===== config.mk =====
export PLATFORM = sky130hd
export DESIGN_NAME = phase_sequencer
export DESIGN_NICKNAME = d
export VERILOG_FILES = /design/src/rtl/phase_sequencer.sv
export SDC_FILE = /design/constraint.sdc
export NUM_CORES = 1
export LEC_CHECK = 0
export ABC_CLOCK_PERIOD_IN_PS = 5880
export CORE_MARGIN = 2
export CORE_UTILIZATION = 53
export DETAILED_ROUTE_END_ITERATION = 10
export MAX_ROUTING_LAYER = met4
export PLACE_DENSITY = 0.82
export SYNTH_ARGS = -nofsm -noshare
export SYNTH_HDL_FRONTEND = slang
export SYNTH_SLANG_ARGS = --single-unit

===== constraint.sdc =====
create_clock -name clock -period 5.88 [get_ports clock]
set_input_delay 1.47 -clock clock [delete_from_list [all_inputs] [get_ports clock]]
set_output_delay 1.47 -clock clock [all_outputs]
set_load 0.005 [all_outputs]

===== src/rtl/phase_sequencer.sv =====
// Five-phase instruction sequencer: one-hot phase strobes, run/stop/halt control, retired-instruction counter.
// Optional single-step mode is compiled in when PHASE_SEQUENCER_SINGLE_STEP_EN is defined.
module phase_sequencer #(
    parameter int CNT_W = 16
) (
    input  logic             clock,
    input  logic             reset,
    input  logic             start,
    input  logic             stop,
    input  logic             step,
    input  logic             halt,
    output logic             clockp1,
    output logic             clockp2,
    output logic             clockp3,
    output logic             clockp4,
    output logic             clockp5,
    output logic             running,
    output logic             halted,
    output logic [CNT_W-1:0] icount
);

    typedef enum logic [1:0] {
        S_IDLE   = 2'd0,
        S_RUN    = 2'd1,
        S_STEP   = 2'd2,
        S_HALTED = 2'd3
    } state_t;

    state_t           state_q, state_d;
    logic [2:0]       ph_q, ph_d;
    logic             halt_pend_q, halt_pend_d;
    logic             stop_pend_q, stop_pend_d;
    logic [CNT_W-1:0] icount_q, icount_d;
    logic [4:0]       strobe_q, strobe_d;
    logic             running_q, running_d;
    logic             halted_q, halted_d;
    logic             active_d;

`ifndef PHASE_SEQUENCER_SINGLE_STEP_EN
    logic unused_step;
    assign unused_step = step;
`endif

    always_comb begin
        // NOTE: every signal gets a default first so no path leaves it unassigned (no latches).
        state_d     = state_q;
        ph_d        = ph_q;
        halt_pend_d = halt_pend_q;
        stop_pend_d = stop_pend_q;
        icount_d    = icount_q;

        unique case (state_q)
            S_IDLE: begin
                if (start && !stop) begin
                    state_d = S_RUN;
                    ph_d    = 3'd0;
                end
`ifdef PHASE_SEQUENCER_SINGLE_STEP_EN
                else if (step && !start) begin
                    state_d = S_STEP;
                    ph_d    = 3'd0;
                end
`endif
            end
            S_RUN, S_STEP: begin
                halt_pend_d = halt_pend_q | halt;
                stop_pend_d = stop_pend_q | (stop && (state_q == S_RUN));
                if (ph_q == 3'd4) begin
                    // Instruction boundary: requests only act here, never mid-instruction.
                    icount_d    = icount_q + CNT_W'(1);
                    ph_d        = 3'd0;
                    halt_pend_d = 1'b0;
                    stop_pend_d = 1'b0;
                    if (halt_pend_q || halt) begin
                        state_d = S_HALTED;
                    end else if ((state_q == S_STEP) || stop_pend_q || stop) begin
                        state_d = S_IDLE;
                    end
                end else begin
                    ph_d = ph_q + 3'd1;
                end
            end
            default: begin
            end
        endcase

        // Strobes are decoded from the next state so they leave a flop cleanly.
        active_d  = (state_d == S_RUN) || (state_d == S_STEP);
        strobe_d  = active_d ? (5'd1 << ph_d) : 5'd0;
        running_d = active_d;
        halted_d  = (state_d == S_HALTED);
    end

    always_ff @(posedge clock or negedge reset) begin
        if (!reset) begin
            state_q     <= S_IDLE;
            ph_q        <= 3'd0;
            halt_pend_q <= 1'b0;
            stop_pend_q <= 1'b0;
            icount_q    <= '0;
            strobe_q    <= 5'd0;
            running_q   <= 1'b0;
            halted_q    <= 1'b0;
        end else begin
            // NOTE: non-blocking assignments so every flop samples pre-edge values.
            state_q     <= state_d;
            ph_q        <= ph_d;
            halt_pend_q <= halt_pend_d;
            stop_pend_q <= stop_pend_d;
            icount_q    <= icount_d;
            strobe_q    <= strobe_d;
            running_q   <= running_d;
            halted_q    <= halted_d;
        end
    end

    assign clockp1 = strobe_q[0];
    assign clockp2 = strobe_q[1];
    assign clockp3 = strobe_q[2];
    assign clockp4 = strobe_q[3];
    assign clockp5 = strobe_q[4];
    assign running = running_q;
    assign halted  = halted_q;
    assign icount  = icount_q;

endmodule


==> impl_metrics.py <==
metrics = {
    "outcome": {
        "status": "finished clean",
    },
    "logic_synthesis": {
        "synth_area_leaders": "dfrtp_1, xnor2_1, ha_1",
        "ys_seq_area_share_pct": 54.01,
        "postSynthAreaPerCell_um2": 11.12,
        "synth_common_cells": "dfrtp_1, xnor2_1, inv_1, nand2_1, ha_1",
        "ys_warn_count": 0,
        "ys_seq_elements": 30,
        "netlist_instances": 125,
        "synth_edf_count": 0,
        "synth_top_area_share_pct": 54.01,
        "syn_area_um2": 1390,
        "synth_nets": 139,
        "synth.most_common_cell": "dfrtp_1",
        "synth_top_area_cell": "dfrtp_1",
        "synthFlopType": "dfrtp_1",
        "yosysUniqueCellTypes": 31,
        "async_flop_share_pct": 100.0,
    },
    "clock_network": {
        "holdBufCountCts": 0,
        "root_buffer": "clkbuf_4",
        "cts_buffers": 5,
        "htree_levels": 2,
        "clockBufferDepth": 2,
        "cts_resized": 0,
        "worst_skew_pair.late_latency_ps": 330,
        "cts_tree": "done",
        "cts_setup_buffers": 0,
        "clock_sinks": 30,
        "path_clk_slew_ps": 100,
    },
    "setup_path": {
        "crit_type": "in2reg",
        "reg2regPathDepth": 9,
        "reg2reg_to": "strobe_q[2]",
        "crit_arrival_ps": 3310,
        "cp_max_fo": 4,
        "path_cells": "clkdlybuf4s50_1, nor3_1, o21ai_0, a21oi_1, or2_2, ha_1, o211ai_1, nor3_1",
        "path_delay_family": "simple AND/OR/NAND/NOR gates",
        "r2r_slack_ps": 3380,
        "cp-start-kind": "input pin",
        "end_kind": "flop",
        "critPathRequiredTime_ps": 6120,
        "max_stage_delay_ps": 510,
        "cp_slowest_cell": "clkdlybuf4s50_1",
        "r2r_start": "state_q[0]",
        "crit_buf_inv": 1,
        "path_common_cell": "nor3_1",
    },
    "timing": {
        "finalSetupViolCount": 0,
        "fin_crit_sh_pct": 52.07,
        "hold_viol_final": 0,
        "slew_headroom_pct": 74.95,
        "period_needed_ps": 3062,
        "fmax_mhz": 326.6,
        "setup_tns_ps": 0,
        "grt_setup_unrepaired": "false",
        "finalMaxSlewViolations": 0,
        "fin_skew_ps": 8.517,
        "worst_slew_pin_slew_ps": 375.8,
    },
    "power": {
        "power_frac_seq_pct": 40.8,
        "p_int_mw": 0.4468,
        "clkPwrFrac_pct": 18.3,
        "ir_drop_mv": 0.3261,
        "power_mw": 0.7132,
        "p_sw_mw": 0.2664,
        "p_leak_nw": 0.7826,
        "combinationalPowerShare_pct": 40.9,
        "power.share.switching_pct": 37.35,
        "pwr_density_cell_nw_per_um2": 408.3,
    },
    "cells_and_area": {
        "fill_cells": 201,
        "drive_gt1_share_pct": 7.547,
        "regArea_um2": 750.7,
        "multi_input_area_um2": 586.8,
        "nets": 172,
        "antenna_cells": 0,
        "area_delta_synth_final_pct": 25.65,
    },
    "placement": {
        "gp_congestion": 0.8338,
        "port_buffers": 27,
        "hpwl_mm": 2.022,
    },
    "die": {
        "die_h_um": 55.22,
        "die_x_um": 55.22,
        "num_rows": 18,
        "io_pins": 29,
        "coreArea_um2": 2477,
        "start_util_pct": 56.11,
        "dieArea_um2": 3049,
    },
    "routing": {
        "routedWlPerCell_um": 14.25,
        "post-route-drc-count": 0,
        "drtIter0Drc": 19,
        "viasPerCell": 5.471,
        "dr.pass1.iters": 4,
        "drt-total-wl_mm": 2.694,
        "antenna_left": 0,
        "vias": 1034,
    },
    "grt": {
        "antenna_found_initial": 0,
        "grt_max_degree": 31,
        "grt_pass1_wl_mm": 4.836,
        "grt_overflow": 0,
        "grt.total_usage_pct": 20.97,
        "grt_pass1_vias": 1101,
    },
    "min_path": {
        "holdPathStages": 1,
        "min_to": "icount[15]",
        "hold_start": "icount[15]",
        "hold_path.class": "reg2reg",
    },
    "flow_run": {
        "cap_violations": 0,
    },
}
-- per-stage QoR --
step	utilization, %	area, µm²	std cells	hold WS (ps)	setup slack, ps
3_5_place_dp	68.08	1687	181	470.9	2475
2_1_floorplan	-	1390	125	457.3	3199
4_1_cts	70.51	1747	189	486.8	2817
6_report	70.51	1747	189	482.8	2818
5_1_grt	70.51	1747	189	530.7	2630
3_3_place_gp	68.08	1687	181	462.1	2515
-- worst max path at each step --
stage	startpoint	endpoint	slack, ps	cells past startpoint
2_1_floorplan	halt	strobe_q[1]	3200	6
3_3_place_gp	stop	strobe_q[2]	2520	8
3_5_place_dp	stop	strobe_q[2]	2470	8
4_1_cts	stop	strobe_q[2]	2820	8
5_1_grt	stop	strobe_q[2]	2630	8
6_report	stop	strobe_q[2]	2820	8
-- kinds of logic (layout without fill, tap and decap cells) --
logic type	Yosys count	count (layout)	share of synthesized area [%]
AOI/OAI and AO/OA	15	15	6.572
xor gates and xnor gates	15	15	9.991
adders and majority gates	8	8	7.201
buffers and inverters	11	45	3.780
DFF	30	30	54.01
muxes	2	2	1.530
and+or+nand+nor	44	44	16.92
-- state kept, by name, indices dropped and copies added (netlist names) --
name,flops
icount,16
strobe_q,5
ph_q,3
state_q,2
halt_pend_q,1
halted,1
running,1
stop_pend_q,1
-- cells in the final DEF (no fill, tap or decap), types with 2 or more instances in the layout --
master	netlist	routed
nor3b_1	2	2
nand2_1	9	9
clkdlybuf4s50_1	0	27
nand3b_1	2	2
a21oi_1	5	5
ha_1	8	8
dfrtp_1	30	30
inv_1	9	9
o21ai_0	4	4
and3_1	3	3
clkbuf_4	0	5
nor2_1	7	7
nand3_1	7	7
nor3_1	5	5
nand4_1	4	4
xnor2_1	13	13
-- power groups by stage --
stage               Combinational [mW]  Sequential, mW  Clock (mW)
finish                           0.292           0.291       0.130
global route                     0.335           0.298       0.141
CTS                              0.295           0.291       0.132
detailed placement               0.294           0.294           0
global placement                 0.278           0.291           0
floorplan                        0.191           0.289           0
-- worst reg2reg max path: stages (launching register included) --
cell      delay (ps)
dfrtp_1          400
inv_1             90
ha_1             380
and3_1           310
o21ai_0          160
a21oi_1           90
or2_2            320
ha_1             320
o211ai_1         160
nor3_1           180
-- cell type report --
type / instances / area share (%)
multi-input combinational: 84 / 33.60
timing repair buffer: 28 / 15.90
sequential: 30 / 42.98
inverter: 9 / 1.934
clock inverter: 1 / 0.2865
clock buffer: 7 / 3.152
tap: 30 / 2.149
-- metal layers --
layer / vias up / GRT usage (%) / share of wire, %
li1: 495 / - / -
met1: 499 / 23.79 / 42
met2: 32 / 33.84 / 51
met3: 8 / 4.215 / 3.7
met4: 0 / 13.24 / 2.9
met5: - / - / 0
Power figures use the tool's default switching activity.
